--- src/rtl/bus_pkg.sv ---
// Shared types, address-map constants and the region decode function.
package bus_pkg;

    localparam int unsigned ADDR_W = 4;
    localparam int unsigned FC_W   = 3;
    localparam int unsigned CNT_W  = 7;
    localparam int unsigned BOOT_W = 3;
    localparam int unsigned EN_W   = 4;

    typedef enum logic [1:0] {
        REG_UNMAP = 2'd0,
        REG_RAM   = 2'd1,
        REG_IO    = 2'd2,
        REG_ROM   = 2'd3
    } region_t;

    typedef enum logic [1:0] {
        IDLE   = 2'd0,
        ACTIVE = 2'd1,
        DONE   = 2'd2,
        ERR    = 2'd3
    } state_t;

    localparam logic [ADDR_W-1:0] RAM_LO   = 4'd1;
    localparam logic [ADDR_W-1:0] RAM_HI   = 4'd7;
    localparam logic [ADDR_W-1:0] IO_PAGE  = 4'd14;
    localparam logic [ADDR_W-1:0] ROM_PAGE = 4'd15;

    // Region for a bus cycle; the boot overlay overrides address and privilege.
    function automatic region_t decode(input logic [ADDR_W-1:0] addr_hi,
                                       input logic              supervisor,
                                       input logic              boot);
        region_t r;
        r = REG_UNMAP;
        if (boot)
            r = REG_ROM;
        else if (addr_hi >= RAM_LO && addr_hi <= RAM_HI)
            r = REG_RAM;
        else if (addr_hi == IO_PAGE && supervisor)
            r = REG_IO;
        else if (addr_hi == ROM_PAGE && supervisor)
            r = REG_ROM;
        return r;
    endfunction

    // One-hot enable vector, bit index equals the region encoding.
    function automatic logic [EN_W-1:0] region_onehot(input region_t r);
        return EN_W'(4'd1 << r);
    endfunction

endpackage

--- src/rtl/bus_ctrl_if.sv ---
// CPU-side bus signals and region enables of the bus-cycle controller.
interface bus_ctrl_if;

    logic                      as_n;
    logic [bus_pkg::ADDR_W-1:0] addr_hi;
    logic [bus_pkg::FC_W-1:0]   fc;
    logic                      dtack_bus;
    logic                      rom_en;
    logic                      ram_en;
    logic                      io_en;
    logic                      unmap_en;
    logic                      berr_to;
    logic                      busy;

    modport master (
        output as_n, addr_hi, fc, dtack_bus,
        input  rom_en, ram_en, io_en, unmap_en, berr_to, busy
    );

    modport slave (
        input  as_n, addr_hi, fc, dtack_bus,
        output rom_en, ram_en, io_en, unmap_en, berr_to, busy
    );

endinterface

--- src/rtl/sync2.sv ---
// Generic two-flop synchronizer with asynchronous reset to a chosen value.
module sync2 #(
    parameter int unsigned WIDTH   = 1,
    parameter logic        RST_VAL = 1'b0
) (
    input  logic             clk,
    input  logic             reset,
    input  logic [WIDTH-1:0] d,
    output logic [WIDTH-1:0] q
);

    logic [WIDTH-1:0] meta;

    // Two-stage capture of the asynchronous input.
    always_ff @(posedge clk or posedge reset) begin
        if (reset) begin
            meta <= {WIDTH{RST_VAL}};
            q    <= {WIDTH{RST_VAL}};
        end else begin
            meta <= d;
            q    <= meta;
        end
    end

endmodule

--- src/rtl/bus_ctrl.sv ---
// 68000 bus-cycle tracker: region select, watchdog bus error and boot overlay.
module bus_ctrl
    import bus_pkg::*;
#(
    parameter int unsigned TIMEOUT_CYCLES = 64,
    parameter int unsigned BOOT_CYCLES    = 4
) (
    input  logic       clk,
    input  logic       reset,
    bus_ctrl_if.slave  bus
);

    localparam logic [CNT_W-1:0]  CNT_LAST  = CNT_W'(TIMEOUT_CYCLES - 1);
    localparam logic [BOOT_W-1:0] BOOT_INIT = BOOT_W'(BOOT_CYCLES);

    logic              as_s;
    state_t            state;
    logic [CNT_W-1:0]  cnt;
    logic [BOOT_W-1:0] boot_left;
    logic [EN_W-1:0]   en;
    logic              berr;
    logic              busy;
    region_t           region_c;

    sync2 #(
        .WIDTH   (1),
        .RST_VAL (1'b1)
    ) u_as_sync (
        .clk   (clk),
        .reset (reset),
        .d     (bus.as_n),
        .q     (as_s)
    );

    // Region for the cycle about to start, sampled only on IDLE->ACTIVE.
    assign region_c = decode(bus.addr_hi, bus.fc[2], boot_left != '0);

    // Cycle FSM with registered enables, bus error and busy.
    always_ff @(posedge clk or posedge reset) begin
        if (reset) begin
            state     <= IDLE;
            cnt       <= '0;
            boot_left <= BOOT_INIT;
            en        <= '0;
            berr      <= 1'b0;
            busy      <= 1'b0;
        end else begin
            case (state)
                IDLE: begin
                    if (!as_s) begin
                        state <= ACTIVE;
                        busy  <= 1'b1;
                        cnt   <= '0;
                        en    <= region_onehot(region_c);
                        if (boot_left != '0)
                            boot_left <= boot_left - BOOT_W'(1);
                    end
                end
                ACTIVE: begin
                    if (as_s) begin
                        // CPU abandoned the cycle before any acknowledge.
                        state <= IDLE;
                        busy  <= 1'b0;
                        en    <= '0;
                        berr  <= 1'b0;
                    end else if (!bus.dtack_bus) begin
                        // Acknowledge wins over a watchdog expiring this edge.
                        state <= DONE;
                    end else if (cnt == CNT_LAST) begin
                        state <= ERR;
                        berr  <= 1'b1;
                    end else begin
                        cnt <= cnt + CNT_W'(1);
                    end
                end
                DONE, ERR: begin
                    if (as_s) begin
                        state <= IDLE;
                        busy  <= 1'b0;
                        en    <= '0;
                        berr  <= 1'b0;
                    end
                end
                default: begin
                    state <= IDLE;
                    busy  <= 1'b0;
                    en    <= '0;
                    berr  <= 1'b0;
                end
            endcase
        end
    end

    assign bus.unmap_en = en[REG_UNMAP];
    assign bus.ram_en   = en[REG_RAM];
    assign bus.io_en    = en[REG_IO];
    assign bus.rom_en   = en[REG_ROM];
    assign bus.berr_to  = berr;
    assign bus.busy     = busy;

endmodule

--- src/flat_wrapper.sv ---
// flat-port wrapper written by rule: the top's interface ports become plain ports
module bus_ctrl_flat import bus_pkg::*;
#(
    parameter int unsigned TIMEOUT_CYCLES = 64,
    parameter int unsigned BOOT_CYCLES    = 4
)
  (clk, reset, bus_as_n, bus_addr_hi, bus_fc, bus_dtack_bus, bus_rom_en, bus_ram_en, bus_io_en, bus_unmap_en, bus_berr_to, bus_busy);
  bus_ctrl_if bus_i ();
  input  logic clk;
  input  logic reset;
  input wire logic [$bits(bus_i.as_n)-1:0] bus_as_n;
  input wire logic [$bits(bus_i.addr_hi)-1:0] bus_addr_hi;
  input wire logic [$bits(bus_i.fc)-1:0] bus_fc;
  input wire logic [$bits(bus_i.dtack_bus)-1:0] bus_dtack_bus;
  output wire logic [$bits(bus_i.rom_en)-1:0] bus_rom_en;
  output wire logic [$bits(bus_i.ram_en)-1:0] bus_ram_en;
  output wire logic [$bits(bus_i.io_en)-1:0] bus_io_en;
  output wire logic [$bits(bus_i.unmap_en)-1:0] bus_unmap_en;
  output wire logic [$bits(bus_i.berr_to)-1:0] bus_berr_to;
  output wire logic [$bits(bus_i.busy)-1:0] bus_busy;
  assign bus_i.as_n = bus_as_n;
  assign bus_i.addr_hi = bus_addr_hi;
  assign bus_i.fc = bus_fc;
  assign bus_i.dtack_bus = bus_dtack_bus;
  assign bus_rom_en = bus_i.rom_en;
  assign bus_ram_en = bus_i.ram_en;
  assign bus_io_en = bus_i.io_en;
  assign bus_unmap_en = bus_i.unmap_en;
  assign bus_berr_to = bus_i.berr_to;
  assign bus_busy = bus_i.busy;
  bus_ctrl #(.TIMEOUT_CYCLES(TIMEOUT_CYCLES), .BOOT_CYCLES(BOOT_CYCLES)) u_core (.clk(clk), .reset(reset), .bus(bus_i));
endmodule
--- config.mk ---
export PLATFORM = sky130hd
export DESIGN_NAME = bus_ctrl_flat
export DESIGN_NICKNAME = d
export VERILOG_FILES = /design/src/rtl/bus_pkg.sv /design/src/rtl/bus_ctrl_if.sv /design/src/rtl/sync2.sv /design/src/rtl/bus_ctrl.sv /design/src/flat_wrapper.sv
export SDC_FILE = /design/constraint.sdc
export NUM_CORES = 1
export LEC_CHECK = 0
export ABC_CLOCK_PERIOD_IN_PS = 2100
export BUFFER_PORTS_ARGS = -buffer_cell sky130_fd_sc_hd__buf_4
export CAP_MARGIN = 20
export CORE_MARGIN = 5
export CORE_UTILIZATION = 53
export DETAILED_ROUTE_END_ITERATION = 6
export PLACE_DENSITY = 0.86
export SLEW_MARGIN = 20
export SYNTH_ARGS = -nofsm -noshare
export SYNTH_HDL_FRONTEND = slang
export SYNTH_SLANG_ARGS = --single-unit
--- constraint.sdc ---
create_clock -name clk -period 2.1 [get_ports clk]
set_input_delay 0.21 -clock clk [delete_from_list [all_inputs] [get_ports clk]]
set_output_delay 0.21 -clock clk [all_outputs]
set_load 0.01 [all_outputs]
==> impl_metrics.xml <==
<?xml version="1.0" encoding="UTF-8"?>
<metrics>
  <group name="outcome">
    <metric name="run_status" unit="">completed</metric>
  </group>
  <group name="placement">
    <metric name="globalplace.congestion" unit="">0.8129</metric>
    <metric name="post-place-cells" unit="">134</metric>
    <metric name="io_buffers" unit="">14</metric>
    <metric name="hpwl" unit="um">1307</metric>
    <metric name="place_area" unit="um2">1099</metric>
  </group>
  <group name="synth">
    <metric name="yosys.area.top_type_share" unit="%">44.04</metric>
    <metric name="postSynthNetCount" unit="">110</metric>
    <metric name="netlist_top_cells_count" unit="">17 x sky130_fd_sc_hd__dfrtp_1, 11 x sky130_fd_sc_hd__o21ai_0, 10 x sky130_fd_sc_hd__nand2_1, 8 x sky130_fd_sc_hd__nor2_1, 7 x sky130_fd_sc_hd__inv_1</metric>
    <metric name="yosys_register_bits" unit="">20</metric>
    <metric name="most_common_flop_cell_mapped_by_yosys" unit="">sky130_fd_sc_hd__dfrtp_1</metric>
    <metric name="synth.top_cells.by_area" unit="">sky130_fd_sc_hd__dfrtp_1 44%, sky130_fd_sc_hd__dfstp_2 8.2%, sky130_fd_sc_hd__o21ai_0 5.7%</metric>
    <metric name="netlist.top_cell.by_area" unit="">sky130_fd_sc_hd__dfrtp_1</metric>
    <metric name="synth_warnings" unit="">0</metric>
    <metric name="syn_area" unit="um2">965.9</metric>
    <metric name="synth_enable_flop_cells" unit="">0</metric>
    <metric name="postSynth.asyncResetShare" unit="%">100.0</metric>
    <metric name="post_synth_inst_count" unit="">96</metric>
    <metric name="avgSynthCellArea" unit="um2">10.06</metric>
    <metric name="synth_cell_type_count" unit="">31</metric>
    <metric name="post-synth-top-count-cell" unit="">sky130_fd_sc_hd__dfrtp_1</metric>
    <metric name="synth_seq_area_share" unit="%">52.20</metric>
  </group>
  <group name="layout">
    <metric name="fraction_of_final_layout_cells_sized_beyond_drive_strength_1" unit="%">23.68</metric>
    <metric name="final_net_count" unit="">129</metric>
    <metric name="finish.cell_count_without_fillers" unit="">139</metric>
    <metric name="layout.cell_area.non_filler" unit="um2">1161</metric>
    <metric name="diodes" unit="">0</metric>
    <metric name="area_growth_syn_to_layout" unit="%">20.21</metric>
  </group>
  <group name="routing">
    <metric name="antenna_violating_nets_post_route" unit="">0</metric>
    <metric name="drt_first_pass_iters" unit="">4</metric>
    <metric name="route.detailed.vias_per_inst" unit="">5.381</metric>
    <metric name="wl" unit="um">1756</metric>
    <metric name="number_of_drc_violations_after_detailed_routing_iteration_0" unit="">23</metric>
    <metric name="post-route-drc-count" unit="">0</metric>
    <metric name="detail_route.wl_per_cell" unit="um">12.63</metric>
    <metric name="via_count" unit="">748</metric>
  </group>
  <group name="critical_path">
    <metric name="rr_endpoint" unit="">u_core.cnt[5]</metric>
    <metric name="cp_slowest_stage_delay" unit="ns">0.56</metric>
    <metric name="cp.buffers_inverters" unit="">0</metric>
    <metric name="startpoint_of_the_most_critical_register_to_register_path" unit="">u_core.cnt[0]</metric>
    <metric name="arrival" unit="ns">2.02</metric>
    <metric name="critPathMaxFanout" unit="">5</metric>
    <metric name="reg2regPathDepth" unit="">5</metric>
    <metric name="worst_path_max_delay_cell" unit="">sky130_fd_sc_hd__or4b_4</metric>
    <metric name="r2r_slack" unit="ns">0.28</metric>
    <metric name="critPathLaunchType" unit="">register</metric>
    <metric name="worstPathRequired" unit="ns">2.30</metric>
    <metric name="endpoint_kind" unit="">register</metric>
    <metric name="cpLargestDelayFamily" unit="">simple AND/OR/NAND/NOR gates</metric>
    <metric name="timing_worst_setup_path_type" unit="">reg -&gt; reg</metric>
    <metric name="path_cells" unit="">ha_1 -&gt; nand4b_1 -&gt; nor2_1 -&gt; or4b_4 -&gt; o41ai_2</metric>
  </group>
  <group name="clocking">
    <metric name="cts_num_sinks" unit="">20</metric>
    <metric name="h-tree-depth" unit="">1</metric>
    <metric name="worst_setup_hold_path_clk_slew" unit="ns">0.12</metric>
    <metric name="cts_tree" unit="">built</metric>
    <metric name="clockBufferDepth" unit="">2</metric>
    <metric name="insertion_delay" unit="ns">0.29</metric>
    <metric name="numCtsBuffers" unit="">3</metric>
    <metric name="clk_root_buffer_cell" unit="">sky130_fd_sc_hd__clkbuf_4</metric>
  </group>
  <group name="global_route">
    <metric name="global_route_wire_length_before_repair" unit="um">3077</metric>
    <metric name="grt_usage" unit="%">14.43</metric>
    <metric name="number_of_global_route_vias_before_repair" unit="">720</metric>
    <metric name="antenna_found_initial" unit="">0</metric>
    <metric name="grt.overflow.total" unit="">0</metric>
    <metric name="maximum_number_of_pins_on_one_net_before_global_route_repair" unit="">21</metric>
  </group>
  <group name="timing">
    <metric name="timing.max_slew.rel_slack" unit="%">51.17</metric>
    <metric name="slew_viol_final" unit="">0</metric>
    <metric name="final-hold-violation-count" unit="">0</metric>
    <metric name="setup_viol" unit="">0</metric>
    <metric name="timing.setup.tns" unit="ns">0</metric>
    <metric name="post-route-period-util" unit="%">86.69</metric>
    <metric name="peak_clock_frequency_supported_by_timing" unit="MHz">549.3</metric>
    <metric name="unrepaired_setup_endpoints_after_global_routing" unit="">no</metric>
    <metric name="min_period" unit="ns">1.821</metric>
    <metric name="final_hold_slack" unit="ns">0.02911</metric>
    <metric name="final.setup_skew" unit="ns">0.004594</metric>
    <metric name="tightest_slew" unit="ns">0.7316</metric>
  </group>
  <group name="worst_hold_path">
    <metric name="min-delay-path-class" unit="">in -&gt; async</metric>
  </group>
  <group name="pwr">
    <metric name="power.leakage" unit="nW">0.5337</metric>
    <metric name="power.combinational.fraction" unit="%">15.3</metric>
    <metric name="power.net_switching" unit="W">0.0002101</metric>
    <metric name="ir_drop" unit="V">0.0004488</metric>
    <metric name="power.switching_fraction" unit="%">23.74</metric>
    <metric name="report.power.total" unit="W">0.0008852</metric>
    <metric name="power.share.clock" unit="%">34.9</metric>
    <metric name="sequential_share_of_power" unit="%">49.8</metric>
    <metric name="p_per_area" unit="nW/um2">762.4</metric>
    <metric name="cell_internal_pwr" unit="W">0.0006751</metric>
  </group>
  <group name="floorplan">
    <metric name="rows" unit="">15</metric>
    <metric name="io_pins" unit="">17</metric>
    <metric name="die_w" unit="um">52.69</metric>
    <metric name="fp.dieH" unit="um">52.69</metric>
    <metric name="area_of_the_die" unit="um2">2776</metric>
    <metric name="start_util" unit="%">55.94</metric>
    <metric name="floorplan.core_area" unit="um2">1727</metric>
  </group>
  <group name="run">
    <metric name="timing.max_cap.violations" unit="">0</metric>
  </group>
</metrics>
through the flow:
step	worst slack, ns	utilization, %
finish	0.2794	67.25
global route	0.1663	67.25
CTS	0.2774	66.67
detailed placement	0.3034	63.62
global placement	0.3426	63.62
floorplan	0.4098	-
area by class of cell:
class / instances / area (um2)
clock buffer: 3 / 22.52
clock inverter: 1 / 30.03
inverter: 7 / 26.28
fill: 149 / 565.5
timing repair buffer: 15 / 115.1
multi-input combinational: 68 / 431.7
sequential: 20 / 504.2
tap: 25 / 31.28
registers in the layout, summed over array words and instances, names as in the netlist:
name / count
u_core.state: 2
u_core.u_as_sync.q: 1
u_core.en: 4
u_core.u_as_sync.meta: 1
u_core.bus.busy: 1
u_core.cnt: 7
u_core.bus.berr_to: 1
u_core.boot_left: 3
cell usage in the layout, fill, tap and decap left out, drive strengths merged, types with 2 or more instances in the layout:
cell type,n
a21oi,2
and2b,2
buf,14
clkbuf,3
dfrtp,17
dfstp,3
ha,3
inv,7
nand2,10
nand2b,3
nand3,5
nor2,8
nor3,3
o21ai,11
o31ai,4
xnor2,2
power by group through the flow:
stage | sequential, W | clock (W) | combinational (W)
floorplan | 0.000450 | 0 | 0.0000741
global placement | 0.000447 | 0 | 0.000131
detailed placement | 0.000448 | 0 | 0.000135
CTS | 0.000440 | 0.000316 | 0.000135
global route | 0.000446 | 0.000336 | 0.000154
finish | 0.000441 | 0.000309 | 0.000135
cells by family (layout without fill, tap and decap cells):
| logic type | Yosys count | after routing | synth area share (%) |
|---|---|---|---|
| adder cells (fa/ha/maj) | 3 | 3 | 3.886 |
| AND/OR/NAND/NOR | 36 | 36 | 20.08 |
| buffers and inverters | 8 | 26 | 3.109 |
| XOR/XNOR | 2 | 2 | 1.814 |
| AO/OA/AOI/OAI | 27 | 27 | 18.91 |
| flip-flops | 20 | 20 | 52.20 |
layer usage:
metal / part of all wire, % / track usage (%)
met1: 47 / 19.71
met2: 48 / 23.55
met3: 4.8 / 2.564
met4: 0.34 / 3.404
met5: 0 / 0
timing repair:
action                                  CTS  global route
gates resized for setup                   0             0
endpoints found under the setup margin    0             0
hold buffers                              0             1
setup buffers                             0             0
endpoints found under the hold margin     0             1
how the worst max path moves through the flow:
stage | depth (start not counted) | from | slack (ns) | endpoint
after CTS | 5 | u_core.cnt[0] | 0.28 | u_core.cnt[5]
after global routing | 5 | u_core.cnt[0] | 0.17 | u_core.cnt[5]
after floorplan | 5 | u_core.cnt[0] | 0.41 | u_core.cnt[5]
after global placement | 5 | u_core.cnt[0] | 0.34 | u_core.cnt[5]
after detailed placement | 5 | u_core.cnt[0] | 0.30 | u_core.cnt[5]
final | 5 | u_core.cnt[0] | 0.28 | u_core.cnt[5]
Power figures use the tool's default switching activity.
